<file path="src/rtl/serial_adder.sv">
// Bit-serial adder: one full-adder cell plus a carry flop, LSB first.
// Operands are captured on an accepted start. The sum/carry are published
// together with a one-cycle done pulse once all WIDTH bits have been added.
module serial_adder #(
  parameter int unsigned WIDTH = 8
) (
  input  logic             clk,
  input  logic             rst,
  input  logic             start,
  input  logic [WIDTH-1:0] a,
  input  logic [WIDTH-1:0] b,
  input  logic             cin,
  output logic             busy,
  output logic             done,
  output logic [WIDTH-1:0] sum,
  output logic             cout
);

  localparam int unsigned CW = (WIDTH > 1) ? $clog2(WIDTH) : 1;

  typedef enum logic [1:0] {
    IDLE,
    RUN,
    DONE
  } state_t;

  state_t           state;
  state_t           state_nx;
  logic [WIDTH-1:0] a_sh;
  logic [WIDTH-1:0] b_sh;
  logic [WIDTH-1:0] res;
  logic [WIDTH-1:0] res_nx;
  logic             carry;
  logic [CW-1:0]    count;
  logic             s;
  logic             c_nx;
  logic             last;

  // Full-adder cell on the current LSBs, plus the result shift with s entering at the MSB
  always_comb begin
    s      = a_sh[0] ^ b_sh[0] ^ carry;
    c_nx   = (a_sh[0] & b_sh[0]) | (a_sh[0] & carry) | (b_sh[0] & carry);
    res_nx = res >> 1;
    res_nx[WIDTH-1] = s;
    last   = (count == CW'(WIDTH - 1));
  end

  // Next-state logic
  always_comb begin
    state_nx = state;
    case (state)
      IDLE:    if (start) state_nx = RUN;
      RUN:     if (last)  state_nx = DONE;
      DONE:    state_nx = IDLE;
      default: state_nx = IDLE;
    endcase
  end

  // State register
  always_ff @(posedge clk or posedge rst) begin
    if (rst) state <= IDLE;
    else     state <= state_nx;
  end

  // Registered status flags, derived from the upcoming state
  always_ff @(posedge clk or posedge rst) begin
    if (rst) begin
      busy <= 1'b0;
      done <= 1'b0;
    end else begin
      busy <= (state_nx == RUN);
      done <= (state_nx == DONE);
    end
  end

  // Operand shifters, carry flop, bit counter and result publication
  always_ff @(posedge clk or posedge rst) begin
    if (rst) begin
      a_sh  <= '0;
      b_sh  <= '0;
      res   <= '0;
      carry <= 1'b0;
      count <= '0;
      sum   <= '0;
      cout  <= 1'b0;
    end else begin
      case (state)
        IDLE: begin
          if (start) begin
            a_sh  <= a;
            b_sh  <= b;
            carry <= cin;
            count <= '0;
            res   <= '0;
          end
        end
        RUN: begin
          a_sh  <= a_sh >> 1;
          b_sh  <= b_sh >> 1;
          carry <= c_nx;
          res   <= res_nx;
          count <= count + 1'b1;
          if (last) begin
            sum  <= res_nx;
            cout <= c_nx;
          end
        end
        default: ;
      endcase
    end
  end

endmodule

</file>
<file path="config.mk">
export PLATFORM = sky130hd
export DESIGN_NAME = serial_adder
export DESIGN_NICKNAME = d
export VERILOG_FILES = /design/src/rtl/serial_adder.sv
export SDC_FILE = /design/constraint.sdc
export NUM_CORES = 1
export LEC_CHECK = 0
export CAP_MARGIN = 10
export CORE_ASPECT_RATIO = 0.75
export CORE_MARGIN = 5
export CORE_UTILIZATION = 47
export DETAILED_ROUTE_END_ITERATION = 10
export HOLD_SLACK_MARGIN = 0.03
export PLACE_DENSITY = 0.81
export SYNTH_ARGS = -nofsm -noshare
export SYNTH_HDL_FRONTEND = slang
export SYNTH_SLANG_ARGS = --single-unit
</file>
<file path="constraint.sdc">
create_clock -name clk -period 1.3 [get_ports clk]
set_input_delay 0.39 -clock clk [delete_from_list [all_inputs] [get_ports clk]]
set_output_delay 0.39 -clock clk [all_outputs]
set_load 0.02 [all_outputs]
</file>
==> results.md <==
* Count of pins over their slew limit at 0
* Post-Synth XOR/XNOR Area at 0%
* CP Buf/Inv Count at 2
* Total of endpoints with negative setup slack in the final report at 10
* Worst Slack Setup Final at -0.0704 ns
* Switching power total at 1940 µW
* Commonest non-fill, non-tap cells in the layout: sky130_fd_sc_hd__dfrtp_1 (38), sky130_fd_sc_hd__buf_4 (22), sky130_fd_sc_hd__clkdlybuf4s50_1 (18)
* Sequential power share at 38.5%
* Die span in x at 81.8 µm
* Global-route wire length before repair at 6720 µm
* Layout Skew at 0.00198 ns
* Number of buffers on the longest clock path at 2
* Quantity of hold-fixing buffers added after cts at 0
* Via-per-instance ratio at 5.25
* Data arrival time of the critical path at 1.54 ns
* Most common library cell in the layout ignoring fill and taps: sky130_fd_sc_hd__dfrtp_1
* DRC violation count after routing at 0
* Worst reg2reg endpoint: sum[7]
* Failing checks: negative setup slack
* Total number of placement rows at 19
* Power density over the cells at 2260 nW/µm²
* Chain of cells forming the critical path: inv_2, fa_2, inv_2, mux2_4
* Total Neg Setup Slack at -0.340 ns
* Number of placed I/O pins at 31
* Worst Reg2Reg Path Length in Cells at 4
* Number of I/O port buffers at 30
* CTS tree: yes
* Cell at the slowest stage of the critical path: sky130_fd_sc_hd__fa_2
* Number of nets in the layout at 220
* Number of global-route vias before repair at 1,381
* Data required time of the critical path at 1.47 ns
* Transition time at the pin with the least slew margin at 0.343 ns
* Final count of hold timing violations at 0
* Critical Setup Path Class: reg -> reg
* Cell count after synthesis at 144
* Crit path capture type: flip-flop
* Portion of the clock cycle consumed by the worst path in the final layout at 105%
* Class of the most critical hold timing path: in -> async
* Simple logic cell fraction of the synthesized area at 13.1%
* Clk sinks at 40
* Post-route insts no fill at 250
* Number of violations reported at the end of detailed-routing iteration 0 at 118
* Number of unique standard cell types used by synthesis at 23
* Slew margin rel. at 77.2%
* Worst-case vdd ir drop at 1070 µV
* Cts bufs inserted at 5
* Adder-cell share of the synthesized area at 2.48%
* Count of H-tree levels built during CTS at 2
* Minimum period implied by the final worst setup slack at 1.37 ns
* Number of warnings printed during yosys synthesis at 0
* Share of the synthesized area in compound gates (AO/OA/AOI/OAI) at 13.0%
* Gr usage total at 16.6%
* Setup repair after global routing missed its margin: true
* Net count of the mapped netlist at 167
* Clock edge transition at the registers on the reported setup and hold paths at 0.07 ns
* Std-Cell Core Area at 3710 µm²
* Mean area per synthesized cell at 12.6 µm²
* Power Internal at 3630 µW
* Routed wirelength normalized by instance count at 15.4 µm
* Via count at 1,313
* Initial core utilization at 49.1%
* Switching Fraction at 34.8%
* Portion of total power attributed to combinational logic at 46.6%
* Most common cell type on the critical path: sky130_fd_sc_hd__inv_2
* Count of placed standard cells including taps at 233
* Reg2reg start: a_sh[0]
* Run status: finished, violations left
* Total standard cell area after synthesis at 1820 µm²
* Lkg Pwr at 0.00117 µW
* Largest driver fanout on the critical path at 2
* Antenna Nets Post-Route at 0
* Clk Latency, worst-skew pair at 0.28 ns
* Floorplan die area at 5230 µm²
* Max-cap check violation count at 0
* HPWL after detailed placement at 2590 µm
* Initial DRT Pass Iterations at 4
* Post-detailed-routing wire length at 3850 µm
* Flip-flop and latch count after synthesis at 40
* Startpoint kind of the worst setup timing path: flip-flop
* Number of antenna violations at the first check in global routing at 0
* Sequential share of the synthesized area at 55.0%
* Largest net degree at the start of global routing at 18
* Diode insertion count for antenna repair at 0
* Slowest cell delay on critical path at 0.57 ns
* Overflow left after global routing at 0
* Flop2flop setup slack at -0.07 ns
* Final estimated routing congestion in global placement at 0.800
* Fraction of final layout cells with drive strength greater than 1 at 35.9%
* Cell chosen for the clock root: sky130_fd_sc_hd__clkbuf_8
* Family with the most delay on the worst path: adder cells
* Fmax at 0.730 GHz
* Main combinational cell family by area after synthesis: simple AND/OR/NAND/NOR gates
* Mux cell area share after synthesis at 7.57%
* Clk pwr share at 14.9%
* Syn-to-layout area delta at 35.2%
* DIE HEIGHT at 63.9 µm
==> worst reg2reg max path, delay by kind of cell, from the launching register on <==
| kind | cells | cell delay [ns] |
|---|---|---|
| adder cells (fa/ha/maj) | 1 | 0.57 |
| multiplexers | 1 | 0.26 |
| flip-flops | 1 | 0.34 |
| buffers and inverters | 2 | 0.09 |
==> how the worst max path moves through the flow <==
stage                   end  slack (ns)  startpoint  cells after the start
floorplan            sum[0]       -0.05    count[1]                      5
global placement      carry       -0.28       start                      4
detailed placement  b_sh[2]       -0.37       start                      4
CTS                  sum[7]       -0.08     a_sh[0]                      4
global route          carry       -0.10    state[0]                      3
finish               sum[7]       -0.07     a_sh[0]                      4
==> power by group through the flow <==
stage	Combinational (µW)	Sequential [µW]	Clock, µW
after detailed placement	2440	2140	0
after CTS	2430	2130	852
final	2590	2140	829
after floorplan	1490	2220	0
after global routing	2840	2210	912
after global placement	2340	2110	0
==> flip-flops by register name (all words and copies together), names as in the netlist, 2 cells and up <==
| register | count |
|---|---|
| a_sh | 8 |
| b_sh | 8 |
| count | 3 |
| res | 7 |
| state | 2 |
| sum | 8 |
==> cell families after synthesis <==
| logic type | count (synthesis) |
|---|---|
| AND/OR/NAND/NOR | 30 |
| flip-flops | 40 |
| AO/OA/AOI/OAI | 29 |
| buffers and inverters | 32 |
| multiplexers | 10 |
| adder cells (fa/ha/maj) | 3 |
==> synthesized netlist by cell type (all sizes together) <==
library cell  count  area share [%]
a21oi             2            0.55
ha                2             1.4
nor2b             1            0.34
nor2              4            0.83
nor4b            11             5.3
inv              20             4.1
a222oi            4             2.2
mux2i             1            0.55
o21bai            1            0.41
clkbuf            3            0.62
and2b             1            0.55
a211oi           11             4.5
nand3b            1             1.1
mux2              9             7.0
dfrtp            40              55
buf               9             4.1
fa                1             1.1
a22o             11             5.3
nor3b            12             5.0
==> final cells by class <==
cell class | count | area [µm²]
sequential | 40 | 1000
fill | 276 | 1250
tap | 52 | 65.1
inverter | 20 | 78.8
clock buffer | 8 | 90.1
multi-input combinational | 73 | 731
timing repair buffer | 57 | 492
==> metal layers <==
metal / share of wire, % / track usage (%) / routed length (µm) / vias up
met5: 0 / 0 / 0 / -
met4: 1.2 / 5.39 / 46 / 0
met3: 4.2 / 4.07 / 163 / 5
met2: 49 / 24.6 / 1890 / 30
met1: 46 / 23.9 / 1750 / 654
li1: - / - / - / 624
==> timing repair <==
action	CTS	global route
endpoints found under the setup margin	28	21
buffers inserted	2	6
gates resized for setup	47	13
pin swaps	2	5
cloned	1	0
==> metrics by stage <==
step | utilization (%) | worst slack (ns) | total power, µW | hold slack [ns] | area, µm²
floorplan | - | -0.0488 | 3700 | 0.369 | 1840
global placement | 62.0 | -0.281 | 4450 | 0.478 | 2300
detailed placement | 62.0 | -0.369 | 4580 | 0.482 | 2300
CTS | 63.9 | -0.0768 | 5410 | 0.406 | 2370
global route | 66.3 | -0.105 | 5960 | 0.431 | 2460
finish | 66.3 | -0.0704 | 5560 | 0.401 | 2460
(Power assumes the default switching activity.)
